File: config.mk
export PLATFORM = sky130hd
export DESIGN_NAME = rc4_decrypt_fsm
export DESIGN_NICKNAME = d
export VERILOG_FILES = /design/src/rtl/rc4_decrypt_fsm.sv
export SDC_FILE = /design/constraint.sdc
export NUM_CORES = 1
export LEC_CHECK = 0
export BUFFER_PORTS_ARGS = -buffer_cell sky130_fd_sc_hd__buf_2
export CAP_MARGIN = 10
export CORE_ASPECT_RATIO = 1.4
export CORE_MARGIN = 2
export CORE_UTILIZATION = 56
export DETAILED_ROUTE_END_ITERATION = 8
export PLACE_DENSITY = 0.85
export SYNTH_ARGS = -nofsm -noshare
export SYNTH_HDL_FRONTEND = slang
export SYNTH_SLANG_ARGS = --single-unit
File: constraint.sdc
create_clock -name clk -period 4.05 [get_ports clk]
set_input_delay 0 -clock clk [delete_from_list [all_inputs] [get_ports clk]]
set_output_delay 0 -clock clk [all_outputs]
set_load 0.005 [all_outputs]
File: src/rtl/rc4_decrypt_fsm.sv
// RC4 PRGA / decrypt loop: walks the permuted S array, swaps S[i]/S[j] per
// byte, XORs the keystream byte with the ciphertext ROM byte and writes the
// plaintext RAM. Every output is a register loaded from the next state and
// next datapath values, so outputs follow the state with no input-to-output
// combinational path.
// Optional feature macro: RC4_DECRYPT_VALID_CHECK_EN (early abort on a
// plaintext byte that is neither space nor lower-case ASCII).
module rc4_decrypt_fsm #(
  parameter int unsigned MSG_LEN = 32,
  parameter int unsigned DATA_W  = 8,
  parameter int unsigned ADDR_W  = 8
) (
  input  logic              clk,
  input  logic              reset_n,
  input  logic              start,
  output logic              busy,
  output logic              done,
  output logic [ADDR_W-1:0] s_addr,
  output logic [DATA_W-1:0] s_wdata,
  output logic              s_wren,
  input  logic [DATA_W-1:0] s_rdata,
  output logic [ADDR_W-1:0] rom_addr,
  input  logic [DATA_W-1:0] rom_rdata,
  output logic [ADDR_W-1:0] dout_addr,
  output logic [DATA_W-1:0] dout_wdata,
  output logic              dout_wren,
  output logic              key_valid
);

  localparam logic [ADDR_W-1:0] LAST_K = ADDR_W'(MSG_LEN - 1);

  typedef enum logic [3:0] {
    IDLE, INC, RD_I, WT_I, CAP_I, RD_J, WT_J, CAP_J,
    WR_I, WR_J, RD_F, WT_F, CAP_F, WR_OUT, DONE
  } state_t;

  state_t              state_q, state_d;
  logic [ADDR_W-1:0]   i_q, i_d, j_q, j_d, k_q, k_d;
  logic [DATA_W-1:0]   si_q, si_d, sj_q, sj_d, f_q, f_d, enc_q, enc_d;

  logic                busy_d, done_d, s_wren_d, dout_wren_d;
  logic [ADDR_W-1:0]   s_addr_d, rom_addr_d, dout_addr_d;
  logic [DATA_W-1:0]   s_wdata_d, dout_wdata_d;

`ifdef RC4_DECRYPT_VALID_CHECK_EN
  logic                key_valid_d;
  logic [DATA_W-1:0]   plain;
  logic                plain_ok;
`endif

  // Next state, datapath updates, and output values decoded from the next state
  always_comb begin
    state_d = state_q;
    i_d     = i_q;
    j_d     = j_q;
    k_d     = k_q;
    si_d    = si_q;
    sj_d    = sj_q;
    f_d     = f_q;
    enc_d   = enc_q;
`ifdef RC4_DECRYPT_VALID_CHECK_EN
    key_valid_d = key_valid;
    plain       = f_q ^ enc_q;
    plain_ok    = (plain == DATA_W'(8'h20)) ||
                  ((plain >= DATA_W'(8'h61)) && (plain <= DATA_W'(8'h7A)));
`endif

    unique case (state_q)
      IDLE, DONE: begin
        if (start) begin
          i_d     = '0;
          j_d     = '0;
          k_d     = '0;
          state_d = INC;
`ifdef RC4_DECRYPT_VALID_CHECK_EN
          key_valid_d = 1'b1;
`endif
        end
      end
      INC: begin
        i_d     = i_q + ADDR_W'(1);
        state_d = RD_I;
      end
      RD_I:  state_d = WT_I;
      WT_I:  state_d = CAP_I;
      CAP_I: begin
        si_d    = s_rdata;
        j_d     = j_q + ADDR_W'(s_rdata);
        state_d = RD_J;
      end
      RD_J:  state_d = WT_J;
      WT_J:  state_d = CAP_J;
      CAP_J: begin
        sj_d    = s_rdata;
        state_d = WR_I;
      end
      WR_I:  state_d = WR_J;
      WR_J:  state_d = RD_F;
      RD_F:  state_d = WT_F;
      WT_F:  state_d = CAP_F;
      CAP_F: begin
        f_d     = s_rdata;
        enc_d   = rom_rdata;
        state_d = WR_OUT;
      end
      WR_OUT: begin
        k_d     = k_q + ADDR_W'(1);
        state_d = (k_q == LAST_K) ? DONE : INC;
`ifdef RC4_DECRYPT_VALID_CHECK_EN
        if (!plain_ok) begin
          key_valid_d = 1'b0;
          state_d     = DONE;
        end
`endif
      end
      default: state_d = IDLE;
    endcase

    busy_d       = (state_d != IDLE) && (state_d != DONE);
    done_d       = (state_d == DONE);
    s_addr_d     = '0;
    s_wdata_d    = '0;
    s_wren_d     = 1'b0;
    rom_addr_d   = '0;
    dout_addr_d  = '0;
    dout_wdata_d = '0;
    dout_wren_d  = 1'b0;

    case (state_d)
      RD_I, WT_I: s_addr_d = i_d;
      RD_J, WT_J: s_addr_d = j_d;
      WR_I: begin
        s_addr_d  = i_d;
        s_wdata_d = sj_d;
        s_wren_d  = 1'b1;
      end
      WR_J: begin
        s_addr_d  = j_d;
        s_wdata_d = si_d;
        s_wren_d  = 1'b1;
      end
      RD_F, WT_F: begin
        s_addr_d   = ADDR_W'(si_d + sj_d);
        rom_addr_d = k_d;
      end
      WR_OUT: begin
        dout_addr_d  = k_d;
        dout_wdata_d = f_d ^ enc_d;
        dout_wren_d  = 1'b1;
      end
      default: ;
    endcase
  end

  // State, datapath and output registers
  always_ff @(posedge clk or negedge reset_n) begin
    if (!reset_n) begin
      state_q    <= IDLE;
      i_q        <= '0;
      j_q        <= '0;
      k_q        <= '0;
      si_q       <= '0;
      sj_q       <= '0;
      f_q        <= '0;
      enc_q      <= '0;
      busy       <= 1'b0;
      done       <= 1'b0;
      s_addr     <= '0;
      s_wdata    <= '0;
      s_wren     <= 1'b0;
      rom_addr   <= '0;
      dout_addr  <= '0;
      dout_wdata <= '0;
      dout_wren  <= 1'b0;
    end else begin
      state_q    <= state_d;
      i_q        <= i_d;
      j_q        <= j_d;
      k_q        <= k_d;
      si_q       <= si_d;
      sj_q       <= sj_d;
      f_q        <= f_d;
      enc_q      <= enc_d;
      busy       <= busy_d;
      done       <= done_d;
      s_addr     <= s_addr_d;
      s_wdata    <= s_wdata_d;
      s_wren     <= s_wren_d;
      rom_addr   <= rom_addr_d;
      dout_addr  <= dout_addr_d;
      dout_wdata <= dout_wdata_d;
      dout_wren  <= dout_wren_d;
    end
  end

`ifdef RC4_DECRYPT_VALID_CHECK_EN
  // Plaintext plausibility flag, re-armed on every start
  always_ff @(posedge clk or negedge reset_n) begin
    if (!reset_n) key_valid <= 1'b1;
    else          key_valid <= key_valid_d;
  end
`else
  assign key_valid = 1'b1;
`endif

endmodule

=== Word-level counts from Yosys, hierarchy flattened ===
Cells that the tools add are included.

* $add $sub $neg: 4
* Equality and inequality tests: 26
* Multiplexer cells: 20
* Bitwise operators: 1
* Reductions and logical operators: 8

{| class="wikitable"
|+ Operator list
! operator !! count
|-
| 8-bit two-way mux || 10
|-
| 8-bit case mux with 2 select lines || 4
|-
| 4-bit case mux with 14 select lines || 1
|-
| 4-bit == test (second input constant) || 13
|-
| 4-bit by 3-bit == test with 1-bit output (second input constant) || 6
|-
| 8-bit case mux with 3 select lines || 1
|-
| 8-bit by 1-bit adder with 8-bit output (second input constant) || 2
|-
| 8-bit adder || 2
|-
| 4-bit by 2-bit == test with 1-bit output (second input constant) || 4
|-
| 8-bit by 5-bit == test with 1-bit output (second input constant) || 1
|-
| 4-bit two-way mux || 2
|-
| 8-bit XOR || 1
|-
| 2-bit OR reduction || 3
|-
| 3-bit OR reduction || 2
|-
| 4-bit by 1-bit == test with 1-bit output (second input constant) || 1
|-
| 4-bit logical NOT || 1
|-
| 4-bit != test (second input constant) || 1
|-
| 4-bit nonzero test || 1
|-
| 1-bit two-way mux || 2
|-
| 1-bit logical AND || 1
|}

* Register bits: 104
* Output and inout port bits: 45

=== Logic depth before layout (Yosys ltp) ===
Gate-level depths: netlist (run 1).

* Word-level depth: 6
* Gate-level depth with buffers: 15
* Depth with buffers taken out: 13

=== Worst setup path before layout (run 1) ===
No wires, ideal clock.

* Path type: register to register
* Start point: register state_q[1]
* End point: register s_addr[7]
* Library setup time: 126 ps
* Arrival time: 3010 ps
* Data required time: 3924 ps
* Path slack: 914 ps
* Stages on the path, launching flop included: 14
* Path through: dfrtp_1 -> buf_6 -> clkbuf_1 -> or3_1 -> clkbuf_1 -> a21oi_1 -> inv_1 -> ha_1 -> a21o_1 -> a221o_1 -> nor4_1 -> nor3_1 -> xnor2_1 -> a221o_1

* Elaborated cells between the ends (all ways): 35
* Those cells by class: add/sub: 1; eq/ne: 22; mux: 7; reduce/logical: 5

{| class="wikitable"
|+ RTL lines
! element !! RTL line !! text
|-
| start, declared || 37 || <nowiki>state_t state_q, state_d;</nowiki>
|-
| start signal, assigned || 176 || <nowiki>state_q <= state_d;</nowiki>
|-
| 4-bit by 3-bit == test with 1-bit output || 68 || <nowiki>unique case (state_q)</nowiki>
|-
| 8-bit two-way mux || 68 ||
|-
| named net si_d[1] || 39 || <nowiki>logic [DATA_W-1:0] si_q, si_d, sj_q, sj_d, f_q, f_d, enc_q, enc_d;</nowiki>
|-
| 8-bit adder || 143 || <nowiki>s_addr_d = ADDR_W'(si_d + sj_d);</nowiki>
|-
| 8-bit case mux with 3 select lines || 129 || <nowiki>case (state_d)</nowiki>
|-
| named net s_addr_d[7] || 42 || <nowiki>logic [ADDR_W-1:0] s_addr_d, rom_addr_d, dout_addr_d;</nowiki>
|-
| end signal, assigned || 186 || <nowiki>s_addr <= s_addr_d;</nowiki>
|-
| end, declared || 18 || <nowiki>output logic [ADDR_W-1:0] s_addr,</nowiki>
|}

The timed path passes the listed nets, and every way through them passes these cells.

=== Worst setup path after layout (run 1) ===
* Start point: register state_q[1]
* End point: register s_addr[7]

* Elaborated cells between the ends (all ways): 35
* Those cells by class: add/sub: 1; eq/ne: 22; mux: 7; reduce/logical: 5

{| class="wikitable"
|+ RTL lines
! element !! RTL line
|-
| 4-bit by 3-bit == test with 1-bit output || 68
|-
| 8-bit two-way mux || 68
|-
| named net sj_d[1] || 39
|-
| 8-bit adder || 143
|-
| 8-bit case mux with 3 select lines || 129
|-
| named net s_addr_d[7] || 42
|}

The timed path passes the listed nets, and every way through them passes these cells.

==> results_dict.tcl, run 1 <==
set metrics [dict create \
    status "complete, no violations" \
    hold_buffers 23 \
    ioPinCount 64 \
    core_sq_mm 0.007361 \
    worst_slack_ps 570.8 \
    antenna_found_initial 0 \
    fmax_ghz 0.2874 \
    worst_path_largest_cell_delay_ps 800 \
    routed_wl_um 10070 \
    dr.pass1.iters 5 \
    max-cap-violations 0 \
    fillerInstances 537 \
    crit_slowest_cell "dfrtp_1" \
    end_kind "register" \
    total_power_mw 3.244 \
    drtIter0Drc 341 \
    fin_tns_setup_ps 0 \
    place_congestion 0.8492 \
    fin_crit_sh 0.8591 \
    syn-mean-instance-area_sq_um 9.481 \
    irDropWorstVdd_uv 391.4 \
    synth_top_cell_by_area "dfrtp_1" \
    cts_buffers 9 \
    clock_skew_ps 11.94 \
    path_cells "nand4b_1 > nor2_1 > a21o_1 > ha_1 > a21o_1 > a221o_1 > nor4_1 > nor3_1 > xnor2_1 > a221o_1" \
    synth_top_cells_by_area "dfrtp_1 52%, nand2_1 6.4%, nor2_1 4.9%, ha_1 4.7%, o21ai_0 3.3%" \
    layout-drive-gt1-share 0.1518 \
    htreeDepth 3 \
    min_period_ps 3479 \
    diodes 0 \
    via_count 3556 \
    place_ws_ps 664.4 \
    port_buffers 62 \
    seq_area_frac_synth 0.5161 \
    root_buffer "clkbuf_8" \
    tightest_slew_ps 1097 \
    grt_pass1_wl_um 16360 \
    clk_path_buf_depth 2 \
    finalHoldViolCount 0 \
    slew_headroom 0.2628 \
    nNetsFinal 562 \
    drtAntennaViolNets 0 \
    grt_remaining_overflow 0 \
    yosysWarnings 0 \
    startpoint_type "register" \
    place_hpwl_um 6933 \
    synth_nets 487 \
    post_cts_buffers 0 \
    area_delta_synth_final_pct 16.57 \
    ys_async_sr_fraction 1.000 \
    start_util 0.5796 \
    grtUsageTotal 0.2565 \
    viasPerCell 5.699 \
    synth.top_cell.area_share 0.5161 \
    syn_inst 450 \
    grt_pass1_vias 3403 \
    fin_util 0.6757 \
    synth-seq-cells 88 \
    hp-class "in -> reg" \
    die_w_um 77.77 \
    cts_tree "built" \
    die_area_sq_mm 0.008343 \
    setup-violations-final 0 \
    syn-cell-area_sq_mm 0.004267 \
    synth_edf_count 0 \
    synthDistinctLibCells 51 \
    worstPathRequired_ps 4300 \
    critical_path_class "reg -> reg" \
    drcViolationCount 0 \
    drt-wirelength-per-cell_um 16.13 \
    powerDensity_mw_per_mm2 652.3 \
    placementRows 37 \
    path_max_fanout 25 \
    grt_max_degree 89 \
    cts-resized-gates 0 \
    rsz0062_at_grt "false" \
    numClockSinks 88 \
    crit_arrival_ps 3730 \
    die_h_um 107.3 \
    drv_slew 0 \
    clkSlewWorstSetupHoldPaths_ps 80 \
    synth_top_flop_cell "dfrtp_1" \
    power.leakage_nw 2.615 \
    insertion_delay_ps 370 \
]
[kinds of logic after synthesis]
kind of cell               after synthesis  share of synthesized area
AOI/OAI and AO/OA                       97                     0.1481
xor gates and xnor gates                20                    0.04106
adders and majority gates               18                    0.05630
buffers and inverters                   43                    0.04340
DFF                                     88                     0.5161
other                                    1                  0.0008789
and+or+nand+nor                        183                     0.1941
[Yosys cell counts (all sizes together) (2+ instances only)]
| master | number |
|---|---|
| xnor2 | 14 |
| o31ai | 2 |
| nand2b | 6 |
| fa | 2 |
| nand2 | 73 |
| nor3b | 2 |
| nor3 | 7 |
| a31oi | 3 |
| inv | 21 |
| o31a | 3 |
| o21a | 4 |
| nor2 | 56 |
| dfrtp | 88 |
| a22o | 5 |
| buf | 9 |
| a21o | 4 |
| o21ai | 32 |
| o21bai | 3 |
| clkbuf | 13 |
| nand3 | 9 |
| or2 | 3 |
| xor2 | 6 |
| a21oi | 23 |
| a221o | 9 |
| and2 | 3 |
| a211oi | 3 |
| ha | 16 |
| nor4 | 2 |
| or3 | 4 |
| and3 | 6 |
| nor2b | 6 |
[through the flow]
| step | instance area [sq um] | std cells | hold WS (ps) |
|---|---|---|---|
| 2_1_floorplan | 4267 | 450 | -295.6 |
| 3_3_place_gp | 4602 | 588 | 248.6 |
| 3_5_place_dp | 4602 | 588 | 254.9 |
| 4_1_cts | 4974 | 624 | 78.84 |
| 5_1_grt | 4974 | 624 | 144.7 |
| 6_report | 4974 | 624 | 86.87 |
[worst paths after layout]
| path | slack [ps] | end | cells past startpoint | start |
|---|---|---|---|---|
| max | 570 | s_addr[7] | 10 | state_q[1] |
| min | 90 | busy | 3 | start |
| max reg2reg | 570 | s_addr[7] | 10 | state_q[1] |
| min reg2reg | 490 | sj_q[5] | 2 | sj_q[5] |
| max in group asynchronous | 3000 | done | 2 | reset_n |
| min in group asynchronous | 370 | dout_wdata[5] | 2 | reset_n |
[power breakdown]
part / switching, mW / total, mW / internal, mW
registers: 0.199 / 1.29 / 1.09
logic: 0.850 / 1.46 / 0.615
clock network: 0.281 / 0.492 / 0.211
[layout by cell type, fill, tap and decap left out, drive strengths merged, types with 11 or more instances in the layout]
cell type    instances
xnor2               14
nor2                56
inv                 21
o21ai               32
dlygate4sd3         23
clkbuf              11
nand2               73
dfrtp               88
buf                 63
ha                  16
a21oi               23
[metal layers]
layer  part of all wire  routed length (um)  GRT usage
met5                  0                   0          0
met4              0.035                 354     0.1390
met3              0.054                 546    0.04698
met2               0.52                5222     0.4317
met1               0.39                3943     0.3112
[cell type report]
| type | count | area (sq um) | area share |
|---|---|---|---|
| flip-flops and latches | 88 | 2202 | 0.4428 |
| multi-input cells | 319 | 1879 | 0.3779 |
| repair buffers | 86 | 550.5 | 0.1107 |
| clock buffers | 11 | 131.4 | 0.02642 |
| well taps | 97 | 121.4 | 0.02440 |
| inverters | 21 | 78.83 | 0.01585 |
| clock inverters | 2 | 10.01 | 0.002013 |
[worst max-delay path: cells and delay by family (launching register included)]
| family | cells | cell delay, ps |
|---|---|---|
| and+or+nand+nor | 4 | 1250 |
| AOI/OAI and AO/OA | 4 | 960 |
| DFF | 1 | 800 |
| adders and majority gates | 1 | 230 |
| xor gates and xnor gates | 1 | 130 |
[sequential cells by signal (all words and copies together), names as in the netlist]
register,cells
s_wdata,8
dout_wren,1
done,1
s_addr,8
si_q,8
i_q,8
dout_addr,8
s_wren,1
k_q,8
rom_addr,8
state_q,4
j_q,8
sj_q,8
busy,1
dout_wdata,8
(Power assumes the default switching activity.)
==> run 2, diff against run 1 <==
--- a/config.mk
+++ b/config.mk
@@ -5,13 +5,14 @@
 export SDC_FILE = /design/constraint.sdc
 export NUM_CORES = 1
 export LEC_CHECK = 0
+export ABC_AREA = 1
 export BUFFER_PORTS_ARGS = -buffer_cell sky130_fd_sc_hd__buf_2
 export CAP_MARGIN = 10
 export CORE_ASPECT_RATIO = 1.4
 export CORE_MARGIN = 2
-export CORE_UTILIZATION = 56
+export CORE_UTILIZATION = 58
 export DETAILED_ROUTE_END_ITERATION = 8
-export PLACE_DENSITY = 0.85
+export PLACE_DENSITY = 0.86
 export SYNTH_ARGS = -nofsm -noshare
 export SYNTH_HDL_FRONTEND = slang
 export SYNTH_SLANG_ARGS = --single-unit
==> results_dict.tcl, run 2 <==
set metrics [dict create \
    seq_area_sq_mm 0.002603 \
    worst_path_largest_cell_delay_ps 460 \
    area_delta_synth_final_pct 16.54 \
    path_max_fanout 20 \
    via_count 4195 \
    clock_skew_ps 4.872 \
    clkSlewWorstSetupHoldPaths_ps 60 \
    yosysWarnings 0 \
    crit_arrival_ps 3130 \
    rsz0062_at_grt "false" \
    routed_wl_um 11270 \
    synthSimpleGateAreaFrac 0.2620 \
    synth_most_common_cell "nand2_1" \
    max-cap-violations 0 \
    synth_common_cells "186 x nand2_1, 104 x dfrtp_1, 63 x inv_1, 45 x nand3_1, 45 x nor2_1" \
    place_congestion 0.9351 \
    grt_remaining_overflow 0 \
    die_h_um 113.5 \
    synth-compound-area-share 0.08558 \
    grt_max_degree 67 \
    root_buffer "clkbuf_16" \
    total_power_mw 4.378 \
    post_cts_buffers 0 \
    nNetsFinal 706 \
    startpoint_type "register" \
    setup-violations-final 0 \
    min_period_ps 2893 \
    layout_commonest_cell "nand2_1" \
    synth-adder-area-share 0.04833 \
    layout-drive-gt1-share 0.1706 \
    clk_path_buf_depth 2 \
    finalHoldViolCount 0 \
    die_w_um 82.24 \
    viasPerCell 5.385 \
    critPathTopFamily "simple AND/OR/NAND/NOR gates" \
    drcViolationCount 0 \
    whs_ps 37.60 \
    core_sq_mm 0.008458 \
    fmax_ghz 0.3456 \
    place_hpwl_um 7885 \
    insertion_delay_ps 350 \
    start_util 0.5877 \
    grtUsageTotal 0.2586 \
    end_kind "register" \
    worst_path_most_repeated_cell "nand2_1" \
    synth_top_cells_by_area "dfrtp_1 52%, nand2_1 14%, inv_1 4.8%, nand3_1 4.5%, ha_1 4.0%" \
    muxShareOfSynthArea 0 \
    power.leakage_nw 3.175 \
    syn-cell-area_sq_mm 0.004971 \
    synthDistinctLibCells 35 \
    grt_pass1_vias 4025 \
    diodes 0 \
    ys_async_sr_fraction 1.000 \
    multi_input_comb_area_sq_mm 0.002059 \
    hp-class "in -> reg" \
    final_cell_mix "186 x nand2_1, 104 x dfrtp_1, 63 x inv_1, 61 x buf_2" \
    powerDensity_mw_per_mm2 755.7 \
    drt-wirelength-per-cell_um 14.47 \
    drtAntennaViolNets 0 \
    synth_top_flop_cell "dfrtp_1" \
    synth.top_cell.area_share 0.5235 \
    port_buffers 62 \
    dp.cells 752 \
    drtIter0Drc 307 \
    grt_pass1_wl_um 18400 \
    fin_tns_setup_ps 0 \
    synth_edf_count 0 \
    cts_buffers 9 \
    antenna_found_initial 0 \
    final_cells 779 \
    critical_path_class "reg -> reg" \
    worstPathRequired_ps 4290 \
    htreeDepth 3 \
    path_cells "nor2_1 > nand2_1 > o21ai_1 > ha_1 > inv_1 > fa_1 > inv_1 > nand4_1 > nand3_1 > nand2_1 > nand3_1 > nand2_1 > inv_1 > nand2_1" \
    fillerInstances 628 \
    die_area_sq_mm 0.009338 \
    synthXorXnorAreaFrac 0.01762 \
    crit_slowest_cell "dfrtp_1" \
    place_ws_ps 1283 \
    drv_slew 0 \
    worst_slack_ps 1157 \
    synth_nets 628 \
    syn_inst 591 \
    dr.pass1.iters 5 \
    cts_tree "built" \
    status "complete, no violations" \
    synth-seq-cells 104 \
    synth_top_family_by_area "simple AND/OR/NAND/NOR gates" \
    synth_top_cell_by_area "dfrtp_1" \
    seq_area_frac_synth 0.5235 \
    numClockSinks 104 \
    fin_crit_sh 0.7144 \
    slew_headroom 0.4500 \
    path_buf_inv 3 \
    tightest_slew_ps 824.9 \
    syn-mean-instance-area_sq_um 8.411 \
    placementRows 40 \
    ioPinCount 64 \
    irDropWorstVdd_uv 352.2 \
]
==> run 2: cell types whose count changed after synthesis, moves of 8 or more <==
cell | previous run | this run
a21oi_1 | 23 | 15
a221o_1 | 9 | 0
clkbuf_1 | 13 | 3
dfrtp_1 | 88 | 104
inv_1 | 21 | 63
nand2_1 | 73 | 186
nand2_2 | 0 | 8
nand3_1 | 9 | 45
nand4_1 | 1 | 11
nor2_1 | 56 | 45
o21ai_2 | 1 | 9
==> run 2: logic make-up (layout without fill, tap and decap cells) <==
logic type	count (synthesis)	after routing
simple gates	309	309
compound gates	70	70
other cells	1	1
fa+ha+maj	18	18
flops	104	104
buf+inv	79	162
xor+xnor	10	10
==> run 2: metal layers <==
layer / part of all wire / wire length (um) / vias to the layer above / track usage
met5: 0 / 0 / - / 0
met4: 0.029 / 322 / 0 / 0.1156
met3: 0.056 / 627 / 25 / 0.03797
met2: 0.51 / 5757 / 157 / 0.4376
met1: 0.41 / 4567 / 1970 / 0.3224
li1: - / - / 2043 / -
==> run 2: metrics by stage <==
stage          cell area, sq um    util
2_1_floorplan              4971       -
3_3_place_gp               5391  0.6374
3_5_place_dp               5391  0.6374
4_1_cts                    5793  0.6849
5_1_grt                    5793  0.6849
6_report                   5793  0.6849
==> run 2: final timing paths <==
| kind | startpoint | endpoint | slack [ps] | depth (start not counted) |
|---|---|---|---|---|
| max | state_q[0] | s_addr[6] | 1160 | 14 |
| min | s_rdata[4] | s_wdata[4] | 40 | 3 |
| max reg2reg | state_q[0] | s_addr[6] | 1160 | 14 |
| min reg2reg | f_q[6] | f_q[6] | 490 | 2 |
| max in group asynchronous | reset_n | state_q[3] | 2770 | 3 |
| min in group asynchronous | reset_n | dout_wren | 290 | 2 |
==> run 2: layout make-up <==
type                    instances  share of cell area
clock buffers                  11             0.04363
clock inverters                 5            0.006695
well taps                     105             0.02268
multi-input cells             408              0.3555
repair buffers                 76             0.07689
flip-flops and latches        104              0.4492
inverters                      70             0.04536
==> run 2: timing repair <==
action	4_1_cts	5_1_grt
gates resized for setup	0	0
hold endpoints to repair	77	0
hold buffers	11	0
==> run 2: power breakdown <==
part           total [mW]  internal (mW)  switching, mW
Sequential           1.55           1.37          0.177
Combinational        2.00          0.702           1.29
Clock               0.835          0.453          0.382
==> run 2: tightest hold or removal path, stage by stage <==
cell and delay, ps:
buf_2 100, inv_1 90, o21ai_0 160
==> run 3, diff against run 2 <==
==> constraint.sdc (replaced) <==
create_clock -name clk -period 2.9 [get_ports clk]
set_input_delay 0 -clock clk [delete_from_list [all_inputs] [get_ports clk]]
set_output_delay 0 -clock clk [all_outputs]
set_load 0.005 [all_outputs]
==> results_dict.tcl, run 3 (synthesis results as in run 2) <==
set metrics [dict create \
    worst_path_most_repeated_cell "nand2_1" \
    antenna_found_initial 0 \
    diodes 0 \
    irDropWorstVdd_uv 480.2 \
    drtIter0Drc 378 \
    fin_util 0.6889 \
    clk_path_buf_depth 2 \
    grt_remaining_overflow 0 \
    rsz0062_at_grt "false" \
    area_delta_synth_final_pct 17.22 \
    setup-violations-final 0 \
    fin_tns_setup_ps 0 \
    startpoint_type "register" \
    routed_wl_um 11750 \
    worstHoldStart "s_rdata[1]" \
    clkSlewWorstSetupHoldPaths_ps 70 \
    path_cells "nor2_2 > nand2_1 > buf_4 > nand2_1 > o21ai_1 > ha_1 > inv_1 > fa_1 > inv_1 > nand4_1 > nand3_1 > nand2_1 > nand3_1 > nand2_1 > inv_1 > nand2_1" \
    power.leakage_nw 3.186 \
    crit_slowest_cell "dfrtp_1" \
    cts_buffers 9 \
    start_util 0.5877 \
    place_congestion 0.9177 \
    whs_ps 14.99 \
    max-cap-violations 0 \
    hp-class "in -> reg" \
    grtUsageTotal 0.2714 \
    r2r_start "state_q[0]" \
    fillerInstances 648 \
    core_sq_mm 0.008458 \
    drcViolationCount 0 \
    die_w_um 82.24 \
    placementRows 40 \
    grt_pass1_vias 4188 \
    tightest_slew_ps 721.8 \
    drv_slew 0 \
    root_buffer "clkbuf_16" \
    die_area_sq_mm 0.009338 \
    final_cell_mix "186 x nand2_1, 104 x dfrtp_1, 63 x inv_1, 61 x buf_2, 45 x nand3_1" \
    dr.pass1.iters 5 \
    worst_slack_ps 235.1 \
    insertion_delay_ps 340 \
    stdcell_area_sq_mm 0.005827 \
    fin_crit_sh 0.9189 \
    layout_commonest_cell "nand2_1" \
    nNetsFinal 709 \
    status "complete, no violations" \
    place_area_sq_mm 0.005414 \
    grt_pass1_wl_um 19520 \
    worst_path_largest_cell_delay_ps 530 \
    place_ws_ps 243.4 \
    min_period_ps 2665 \
    cts_tree "built" \
    viasPerCell 5.452 \
    numClockSinks 104 \
    powerDensity_mw_per_mm2 1063 \
    crit_start "state_q[0]" \
    fmax_ghz 0.3752 \
    clock_skew_ps 6.392 \
    worstPathRequired_ps 3140 \
    via_count 4258 \
    end_kind "register" \
    drt-wirelength-per-cell_um 15.04 \
    post_cts_buffers 0 \
    layout-drive-gt1-share 0.1746 \
    crit_arrival_ps 2900 \
    critical_path_class "reg -> reg" \
    die_h_um 113.5 \
    path_max_fanout 15 \
    htreeDepth 3 \
    finalHoldViolCount 0 \
    grt_max_degree 59 \
    port_buffers 62 \
    drtAntennaViolNets 0 \
    ioPinCount 64 \
    slew_headroom 0.5188 \
    place_hpwl_um 8444 \
]
[run 3: report_power, final]
group          switching [mW]  internal (mW)  total [mW]
Clock                   0.517          0.691        1.21
Sequential              0.255           1.91        2.17
Combinational            1.83          0.993        2.82
[run 3: critical path: cells and delay by family, from the launching register on]
family | cells | cell delay, ps
AND/OR/NAND/NOR | 9 | 820
adder cells (fa/ha/maj) | 2 | 630
flip-flops | 1 | 530
buffers and inverters | 4 | 430
AO/OA/AOI/OAI | 1 | 150
[run 3: worst paths after layout]
path                            slack, ps  depth (start not counted)            end
max in group asynchronous            1820                          3         j_q[0]
min in group asynchronous             240                          2  dout_wdata[5]
worst max-delay path                  240                         16      s_addr[6]
worst max register to register        240                         16      s_addr[6]
worst min-delay path                   10                          3        si_q[1]
worst min register to register        480                          2         f_q[7]
[run 3: routing by layer]
metal | up-vias | wire [um] | GRT usage
met2 | 168 | 6020 | 0.4559
met4 | 0 | 310 | 0.1244
li1 | 2050 | - | -
met1 | 2014 | 4799 | 0.3475
met5 | - | 0 | 0
met3 | 26 | 616 | 0.02927
[run 3: layout make-up]
cell class              count  area (sq um)  share of cell area
flip-flops and latches    104          2603              0.4466
inverters                  70         262.8             0.04509
well taps                 105         131.4             0.02255
clock buffers              11         242.7             0.04166
clock inverters             4         53.80            0.009233
repair buffers             79         467.9             0.08031
multi-input cells         408          2066              0.3545
[run 3: per-stage QoR]
stage          power (mW)  cells
2_1_floorplan       4.181    591
3_3_place_gp        4.808    755
3_5_place_dp        4.919    755
4_1_cts             6.173    781
5_1_grt             6.690    781
6_report            6.194    781
[run 3: repair_timing]
item / CTS / global route
hold buffers: 11 / 0
gates resized for setup: 0 / 3
endpoints found under the setup margin: 0 / 1
endpoints found under the hold margin: 66 / 0
